File: src/rtl/write_back_unit.sv
// Write-back stage: registers MEM-stage results into the register-file strobes and
// stalls upstream while a load or pop waits for data memory, aborting after TIMEOUT waits.
module write_back_unit #(
  parameter int unsigned TIMEOUT = 255
) (
  input  logic        clk,
  input  logic        rst,
  input  logic        writeBackEnMEM,
  input  logic        memReadMEM,
  input  logic        pushEnMEM,
  input  logic        popEnMEM,
  input  logic [3:0]  destMEM,
  input  logic [31:0] aluResultMEM,
  input  logic        memReady,
  input  logic [31:0] memData,
  output logic [3:0]  destWB,
  output logic [31:0] resultWB,
  output logic        writeBackEnWB,
  output logic        pushEnWB,
  output logic        popEnWB,
  output logic        freeze,
  output logic        memError
);

  localparam int unsigned CNT_W = 8;
  localparam logic [CNT_W-1:0] CNT_LAST = CNT_W'(TIMEOUT - 1);

  typedef enum logic {
    S_IDLE = 1'b0,
    S_WAIT = 1'b1
  } state_e;

  typedef struct packed {
    logic wb;
    logic push;
    logic pop;
  } strobes_t;

  state_e           state_q, state_d;
  logic [CNT_W-1:0] cnt_q, cnt_d;
  logic [3:0]       hold_dest_q, hold_dest_d;
  strobes_t         hold_stb_q, hold_stb_d;
  logic [3:0]       dest_q, dest_d;
  logic [31:0]      result_q, result_d;
  strobes_t         stb_q, stb_d;
  logic             err_q, err_d;
  logic             freeze_c;

  strobes_t in_stb;
  logic     read_op, any_op;

  assign in_stb  = '{wb: writeBackEnMEM, push: pushEnMEM, pop: popEnMEM};
  assign read_op = memReadMEM | popEnMEM;
  assign any_op  = read_op | writeBackEnMEM | pushEnMEM;

  // Next-state, write-back payload and stall decision
  always_comb begin
    state_d     = state_q;
    cnt_d       = cnt_q;
    hold_dest_d = hold_dest_q;
    hold_stb_d  = hold_stb_q;
    dest_d      = dest_q;
    result_d    = result_q;
    stb_d       = '0;
    err_d       = err_q;
    freeze_c    = 1'b0;

    unique case (state_q)
      S_IDLE: begin
        if (read_op) begin
          if (memReady) begin
            dest_d   = destMEM;
            result_d = memData;
            stb_d    = in_stb;
          end else begin
            hold_dest_d = destMEM;
            hold_stb_d  = in_stb;
            cnt_d       = '0;
            state_d     = S_WAIT;
            freeze_c    = 1'b1;
          end
        end else if (any_op) begin
          dest_d   = destMEM;
          result_d = aluResultMEM;
          stb_d    = in_stb;
        end
      end
      S_WAIT: begin
        // MEM-stage inputs are frozen upstream, so only memory handshake matters here
        if (memReady) begin
          dest_d   = hold_dest_q;
          result_d = memData;
          stb_d    = hold_stb_q;
          state_d  = S_IDLE;
        end else if (cnt_q == CNT_LAST) begin
          err_d   = 1'b1;
          state_d = S_IDLE;
        end else begin
          cnt_d    = cnt_q + CNT_W'(1);
          freeze_c = 1'b1;
        end
      end
      default: state_d = S_IDLE;
    endcase
  end

  always_ff @(posedge clk) begin
    if (rst) begin
      state_q     <= S_IDLE;
      cnt_q       <= '0;
      hold_dest_q <= '0;
      hold_stb_q  <= '0;
      dest_q      <= '0;
      result_q    <= '0;
      stb_q       <= '0;
      err_q       <= 1'b0;
    end else begin
      state_q     <= state_d;
      cnt_q       <= cnt_d;
      hold_dest_q <= hold_dest_d;
      hold_stb_q  <= hold_stb_d;
      dest_q      <= dest_d;
      result_q    <= result_d;
      stb_q       <= stb_d;
      err_q       <= err_d;
    end
  end

  assign freeze        = freeze_c & ~rst;
  assign destWB        = dest_q;
  assign resultWB      = result_q;
  assign writeBackEnWB = stb_q.wb;
  assign pushEnWB      = stb_q.push;
  assign popEnWB       = stb_q.pop;
  assign memError      = err_q;

endmodule

File: config.mk
export PLATFORM = sky130hd
export DESIGN_NAME = write_back_unit
export DESIGN_NICKNAME = d
export VERILOG_FILES = /design/src/rtl/write_back_unit.sv
export SDC_FILE = /design/constraint.sdc
export NUM_CORES = 1
export LEC_CHECK = 0
export ABC_AREA = 1
export BUFFER_PORTS_ARGS = -buffer_cell sky130_fd_sc_hd__buf_2
export CAP_MARGIN = 20
export CORE_MARGIN = 2
export CORE_UTILIZATION = 30
export CTS_CLUSTER_DIAMETER = 100
export DETAILED_ROUTE_END_ITERATION = 12
export PLACE_DENSITY = 0.6
export SLEW_MARGIN = 20
export SYNTH_ARGS = -nofsm -noshare
export SYNTH_HDL_FRONTEND = slang
export SYNTH_SLANG_ARGS = --single-unit
File: constraint.sdc
create_clock -name clk -period 1.2 [get_ports clk]
set_input_delay 0.24 -clock clk [delete_from_list [all_inputs] [get_ports clk]]
set_output_delay 0.24 -clock clk [all_outputs]
set_load 0.02 [all_outputs]
==> run metrics, run 1 <==
Critical Path RT=960 ps; setup TNS=-6624 ps; row count=35; Synth Flop Type=dfxtp_1; peak supply drop=0.5748 mV; failing checks=setup timing; Setup CP Type=flop to output pin; Ports=116; Max-Slew Margin vs Limit=0.8141; GP Congestion=0.8238; pins over their slew limit=0; post-layout min period=1648 ps; sw frac=0.3250; Comb pwr share=0.273; part of the Yosys area used for sequential elements=0.3896; Synth Cell Area=0.002878 mm²; largest net degree at the start of global routing=47; Gate Count Post-Synth=412; Yosys reg bits=56; status=complete, but fails checks; via count=3,321; Root Buffer=clkbuf_8; initial antenna violation count=0; ys async rst share=0; cell area after layout=0.004338 mm²; clk_lat worst skew=310 ps; CTS tree=yes; DRC=0; final hold violations=0; WHS=166.1 ps; Worst Tran Pin Value=278.9 ps; gr ovfl total=0; Critical Path AT=1410 ps; worst min-delay path class=input pin to flop; Tot GR Track Use=0.1645; final worst slack=-447.5 ps; Nets=630; Worst setup SP type=flop; count leader, synth=nand2_1; cts bufs inserted=5; synth unique cells=31; vias in the first global route=3,015; clock share of power=0.242; final setup fails=47; DR pass1 iterations=4; Flop pwr share=0.485; top post-synthesis cells by area=dfxtp_1, nand2_1, a21oi_1; area post-placement=0.003809 mm²; clk_skew=10.72 ps; Power Internal=2.924 mW; Synth Net Count=489; Final Cycle Share=1.373; dpl hpwl=5895 µm; Buffers on Ports=115; Synth-to-Final Area Change=50.74%; power density cells=998.5 mW/mm²; die area=0.01039 mm²; CTS max path bufs=2; diode count=0; Die W=101.9 µm; Die Height=101.9 µm; WL/cell=13.46 µm; P_sw=1.408 mW; Synth Area per Inst=6.985 µm²; first-pass GRT wire length=13,870 µm; largest area contributor in the netlist=dfxtp_1; CTS clk-pin slew, worst paths=100 ps; Post-synth top cells=nand2_1, dfxtp_1, a21oi_1; Worst setup EP type=output pin; starting density of the core=0.3100; leakage power=2.001 nW; Iter 0 DRT Violations=112; Routed WL=9193 µm; core area=0.009284 mm²; CP max FO=2; DRT antenna net count=0; FMAX=607.0 MHz; RSZ-0062 raised after global routing=true; share of cells above drive strength 1=0.4477; max-cap viol count=0; vias per std cell=4.862; EDFF count, synth=0; Syn. warnings=0; post-synth top area share=0.3896; H-tree depth=2; Core Util, Final=0.4673; total clock sinks=56
[registers in the layout, indices dropped and copies added, names as in the netlist]
register / count
state_q: 1
destWB: 4
hold_stb_q: 3
popEnWB: 1
memError: 1
hold_dest_q: 4
pushEnWB: 1
resultWB: 32
writeBackEnWB: 1
cnt_q: 8
[worst max-delay path, cell delays in order (launching register included)]
cell and delay [ps]:
dfxtp_2 350, inv_2 50, ha_4 150, nand2_4 50, nor2_4 40, nand2_4 80, nand2_8 70, nand2_8 70
inv_6 30, nor2_4 90, buf_6 110
[area by class of cell]
class,count,area [µm²]
well taps,129,161.4
fillers,958,4946
flip-flops and latches,56,1126
repair buffers,163,1094
multi-input cells,315,1812
clock buffers,7,76.32
inverters,12,60.06
clock inverters,1,8.758
[per-stage QoR]
step | setup WS, ps | total power, mW | cells
after global routing | -528.3 | 4.608 | 683
final | -447.5 | 4.332 | 683
after floorplan | -116.3 | 2.764 | 412
after global placement | -160.4 | 3.159 | 663
after detailed placement | -167.5 | 3.175 | 663
after CTS | -454.0 | 4.276 | 677
[cell usage in the layout, fill, tap and decap left out, types with 5 or more instances in the layout]
cell      synthesis  routed
clkbuf_8          0       5
buf_6             7       8
nand3_1          41      39
nand2_2           3       6
buf_12            0       6
buf_4             1      31
nor2_4            2       5
a21oi_2           0      18
a21oi_1          48      30
o21ai_2           0      19
o21ai_1          40      41
o21ai_0          29       8
nand4_1           6       6
buf_2            11     114
nand2_1         102      97
nor2_1           25      22
dfxtp_1          56      52
[worst paths after layout]
| kind | startpoint | endpoint | slack, ps | depth (start not counted) |
|---|---|---|---|---|
| min | destMEM[2] | hold_dest_q[2] | 170 | 3 |
| max reg2reg | state_q | resultWB[6] | -210 | 8 |
| min reg2reg | memError | memError | 470 | 1 |
| max | cnt_q[0] | freeze | -450 | 10 |
[repair_timing]
action,in CTS,in global routing
gates resized for setup,28,77
buffers inserted,5,9
gates cloned,1,3
hold buffers,0,0
endpoints found under the setup margin,53,52
pin swaps,7,8
[power groups by stage]
stage          Combinational [mW]  Sequential [mW]  Clock (mW)
3_3_place_gp                 1.04             2.12           0
6_report                     1.18             2.10        1.05
4_1_cts                      1.10             2.08        1.09
5_1_grt                      1.30             2.12        1.18
3_5_place_dp                 1.05             2.12           0
2_1_floorplan               0.507             2.26           0
[cell families after synthesis]
| group | Yosys count | share of synthesized area |
|---|---|---|
| simple gates | 193 | 0.3117 |
| compound gates | 120 | 0.2113 |
| flops | 56 | 0.3896 |
| buf+inv | 41 | 0.07870 |
| fa+ha+maj | 2 | 0.008694 |
[metal layers]
metal | up-vias | track usage | part of all wire
li1 | 1681 | - | -
met1 | 1535 | 0.2147 | 0.45
met2 | 98 | 0.2778 | 0.48
met3 | 7 | 0.03762 | 0.063
met4 | 0 | 0.03692 | 0.011
met5 | - | 0 | 0
Note: power is estimated with default switching activity, not from simulation.
==> inputs of run 2 (changes only) <==
--- a/config.mk
+++ b/config.mk
@@ -12,7 +12,7 @@
 export CORE_UTILIZATION = 30
 export CTS_CLUSTER_DIAMETER = 100
 export DETAILED_ROUTE_END_ITERATION = 12
-export PLACE_DENSITY = 0.6
+export PLACE_DENSITY = 0.58
 export SLEW_MARGIN = 20
 export SYNTH_ARGS = -nofsm -noshare
 export SYNTH_HDL_FRONTEND = slang
==> constraint.sdc (replaced) <==
create_clock -name clk -period 1.9 [get_ports clk]
set_input_delay 0.38 -clock clk [delete_from_list [all_inputs] [get_ports clk]]
set_output_delay 0.38 -clock clk [all_outputs]
set_load 0.02 [all_outputs]
==> run metrics, run 2 (synthesis gave the netlist of run 1 again) <==
die area=0.01039 mm²; H-tree depth=2; first-pass GRT wire length=13,810 µm; Tot GR Track Use=0.1648; Max-Slew Margin vs Limit=0.6735; sw frac=0.3093; dpl hpwl=5942 µm; DRC=0; initial antenna violation count=0; Critical Path RT=1520 ps; Worst setup EP type=output pin; status=completed; Routed WL=8450 µm; cts bufs inserted=5; diode count=0; total clock sinks=56; starting density of the core=0.3100; DRT antenna net count=0; max layer used=met4; P_sw=0.8215 mW; RSZ-0062 raised after global routing=true; core area=0.009284 mm²; clk_lat worst skew=310 ps; commonest non-fill, non-tap cell in the layout=buf_2; max-cap viol count=0; final hold violations=0; share of cells above drive strength 1=0.3206; CTS clk-pin slew, worst paths=100 ps; post-layout min period=1847 ps; Final Cycle Share=0.9722; Core Util, Final=0.4022; Die W=101.9 µm; post-route insts no fill=653; Comb pwr share=0.237; Ports=116; leakage power=1.735 nW; setup TNS=0 ps; vias in the first global route=2,962; Worst Tran Pin Value=489.8 ps; Synth-to-Final Area Change=29.74%; commonest non-fill, non-tap cells in the layout=buf_2, nand2_1, dfxtp_1, a21oi_1, nand3_1; Die Height=101.9 µm; vias per std cell=4.850; DR pass1 iterations=4; pins over their slew limit=0; max reg flops=32; area post-placement=0.003533 mm²; WL/cell=12.94 µm; Met3 Wirelength=651 µm; gr ovfl total=0; Setup CP Type=flop to output pin; CP max FO=6; clock share of power=0.268; Power Internal=1.835 mW; register area=0.001127 mm²; Iter 0 DRT Violations=90; Buffers on Ports=115; cell area after layout=0.003734 mm²; FMAX=541.3 MHz; final setup fails=0; Root Buffer=clkbuf_8; worst min-delay path class=input pin to flop; Nets=601; cts hold-fix bufs=0; routed length on met1=3562 µm; area of the multi-input gates=0.001572 mm²; GP Congestion=0.8339; # fillers=993; Critical Path AT=1470 ps; largest net degree at the start of global routing=54; Worst setup SP type=flop; Flop pwr share=0.495; CTS max path bufs=2; placed instance count=640; routed wl met2=4178 µm; power density cells=711.4 mW/mm²; row count=35; via count=3,167; peak supply drop=0.2880 mV; clk_skew=5.108 ps; CTS tree=yes
run 2: repair_timing:
item / CTS / global route
hold endpoints to repair: 0 / 0
pin swaps: 2 / 4
resized for setup: 8 / 9
endpoints found under the setup margin: 1 / 1
buffers inserted: 4 / 2
cloned: 0 / 0
run 2: layout make-up:
cell class                 count  area share
inverter                      12     0.01408
timing repair buffer         134      0.1940
tap                          129     0.04323
sequential                    56      0.3019
clock buffer                   7     0.02580
multi-input combinational    315      0.4209
run 2: path summary, 6_finish.rpt:
path,to,slack [ps],start,depth (start not counted)
setup / recovery,freeze,50,cnt_q[0],10
hold / removal,resultWB[30],340,aluResultMEM[30],3
setup reg to reg,cnt_q[6],420,cnt_q[0],12
hold reg to reg,memError,470,memError,1
run 2: stage by stage:
step,setup slack (ps),hold WS [ps],power [mW]
after detailed placement,159.8,456.2,1.955
after global placement,208.8,448.8,1.941
after floorplan,227.7,439.3,1.738
after global routing,-19.79,333.9,2.822
final,52.75,342.1,2.656
after CTS,3.136,332.3,2.683
run 2: critical path, cell delays in order, from the launching register on:
cell and delay, ps:
dfxtp_2 350, inv_2 50, ha_4 160, nand2_4 70, nor2_4 40, nand2_4 90, nand2_8 60, nand2_8 100
clkinv_4 60, nor2_4 70, buf_6 110
run 2: per-layer routing:
layer / vias up / global-route usage
li1: 1615 / -
met1: 1433 / 0.1991
met2: 112 / 0.2915
met3: 7 / 0.05335
met4: 0 / 0.02667
met5: - / 0
run 2: power by group through the flow:
stage               Clock [mW]  Sequential [mW]  Combinational [mW]
floorplan                    0             1.43               0.312
global placement             0             1.34               0.600
detailed placement           0             1.34               0.613
CTS                      0.740             1.32               0.627
global route             0.793             1.33               0.703
finish                   0.711             1.32               0.630
==> inputs of run 3 (changes only) <==
==> config.mk (replaced) <==
export PLATFORM = sky130hd
export DESIGN_NAME = write_back_unit
export DESIGN_NICKNAME = d
export VERILOG_FILES = /design/src/rtl/write_back_unit.sv
export SDC_FILE = /design/constraint.sdc
export NUM_CORES = 1
export LEC_CHECK = 0
export CAP_MARGIN = 20
export CORE_MARGIN = 2
export CORE_UTILIZATION = 30
export DETAILED_ROUTE_END_ITERATION = 12
export DONT_BUFFER_PORTS = 1
export PLACE_DENSITY = 0.48
export SLEW_MARGIN = 20
export SYNTH_ARGS = -nofsm -noshare
export SYNTH_HDL_FRONTEND = slang
export SYNTH_SLANG_ARGS = --single-unit
==> run metrics, run 3 <==
Setup CP Type=flop to output pin; FMAX=553.3 MHz; Yosys reg bits=56; DRT antenna net count=0; post-synth top area share=0.3792; H-tree depth=2; Root Buffer=clkbuf_8; Core Util, Final=0.3276; peak supply drop=0.2927 mV; core area=0.009684 mm²; CTS clk-pin slew, worst paths=110 ps; clk_skew=8.113 ps; DR pass1 iterations=4; final hold violations=0; share of cells above drive strength 1=0.1348; cts bufs inserted=5; via count=2,581; die area=0.01067 mm²; setup TNS=0 ps; Syn. warnings=0; GP Congestion=0.7773; starting density of the core=0.3053; gr ovfl total=0; largest net degree at the start of global routing=50; WL/cell=18.21 µm; Worst Tran Pin Value=533.8 ps; max reg flops=32; max-cap viol count=0; count leader, synth=dfxtp_1; row count=36; commonest non-fill, non-tap cell in the layout=dfxtp_1; clk_lat worst skew=320 ps; status=completed; Post-synth top cells=dfxtp_1, a21oi_1, inv_1; cts hold-fix bufs=0; Routed WL=8232 µm; CTS tree=yes; top post-synthesis cells by area=dfxtp_1, o311a_1, o32ai_1; Tot GR Track Use=0.1471; largest area contributor in the netlist=dfxtp_1; leakage power=1.129 nW; Die W=103.3 µm; first-pass GRT wire length=12,210 µm; RSZ-0062 raised after global routing=false; Synth-to-Final Area Change=7.321%; Critical Path AT=1430 ps; Gate Count Post-Synth=337; WHS=168.4 ps; power density cells=756.5 mW/mm²; Worst setup SP type=flop; CP max FO=2; Final Cycle Share=0.9513; vias in the first global route=2,274; vias per std cell=5.710; Synth Flop Type=dfxtp_1; Synth Area per Inst=8.773 µm²; dpl hpwl=5357 µm; total power=2.401 mW; post-layout min period=1807 ps; Critical Path RT=1520 ps; Ports=116; diode count=0; Max-Slew Margin vs Limit=0.6428; commonest non-fill, non-tap cells in the layout=dfxtp_1, a21oi_1, inv_1, o311a_1, o32ai_1; EDFF count, synth=0; Iter 0 DRT Violations=171; Die Height=103.3 µm; total clock sinks=56; initial antenna violation count=0; Synth Cell Area=0.002957 mm²; synth unique cells=43; ys async rst share=0; CTS max path bufs=2; Worst setup EP type=output pin; Nets=395; final setup fails=0; Synth Net Count=414; DRC=0; part of the Yosys area used for sequential elements=0.3792; Buffers on Ports=0; worst min-delay path class=input pin to flop; pins over their slew limit=0
-- run 3: changes by cell type after synthesis, sizes merged, moves of 7 or more --
| cell | change |
|---|---|
| mux2 | +7 |
| nand2 | -97 |
| buf | -7 |
| o311a | +32 |
| clkbuf | +17 |
| o21ai | -58 |
| inv | +26 |
| nor2 | -26 |
| mux2i | +8 |
| o32ai | +32 |
| nand3 | -30 |
-- run 3: power breakdown --
part	total (mW)	switching (mW)	internal (mW)	leakage [nW]
Combinational	0.306	0.166	0.140	0.615
Sequential	1.38	0.130	1.25	0.462
Clock	0.716	0.416	0.300	0.0516
-- run 3: final timing paths --
check / startpoint / end / slack (ps) / depth (start not counted)
min reg2reg: hold_dest_q[0] / hold_dest_q[0] / 480 / 2
max: cnt_q[0] / freeze / 90 / 5
max reg2reg: cnt_q[0] / cnt_q[7] / 230 / 6
min: rst / resultWB[5] / 170 / 1
-- run 3: repair_timing --
action / CTS / global route
cloned: 0 / 0
setup buffers: 1 / 2
pin swaps: 1 / 0
gates resized for setup: 8 / 3
setup endpoints to repair: 1 / 1
-- run 3: worst max-delay path: stages, from the launching register on --
cell	delay (ps)
dfxtp_4	360
inv_1	50
ha_2	170
and4_4	230
nand3_2	90
and4_4	220
-- run 3: cell families (layout without fill, tap and decap cells) --
logic type | Yosys count | after routing | synth area share
AOI/OAI and AO/OA | 136 | 136 | 0.3487
buffers and inverters | 76 | 58 | 0.1092
DFF | 56 | 56 | 0.3792
and+or+nand+nor | 52 | 52 | 0.09945
muxes | 15 | 15 | 0.05501
adders and majority gates | 2 | 2 | 0.008462
-- run 3: routing by layer --
| metal | vias up | part of all wire | global-route usage |
|---|---|---|---|
| met5 | - | 0 | 0 |
| met2 | 85 | 0.49 | 0.2373 |
| li1 | 1254 | - | - |
| met4 | 0 | 0.012 | 0.04251 |
| met3 | 7 | 0.064 | 0.03427 |
| met1 | 1235 | 0.43 | 0.1971 |
-- run 3: metrics by stage --
step / instance area [µm²] / std cells / worst slack, ps
3_3_place_gp: 3028 / 441 / 157.5
4_1_cts: 3147 / 450 / 23.50
6_report: 3173 / 452 / 92.61
3_5_place_dp: 3028 / 441 / 124.1
2_1_floorplan: 2957 / 337 / 130.3
5_1_grt: 3173 / 452 / 24.72
-- run 3: final cells by class --
class	count	area, µm²
repair buffers	13	113.9
clock buffers	6	82.58
fillers	1049	6511
flip-flops and latches	56	1127
clock inverters	2	13.76
inverters	37	138.9
well taps	133	166.4
multi-input cells	205	1530
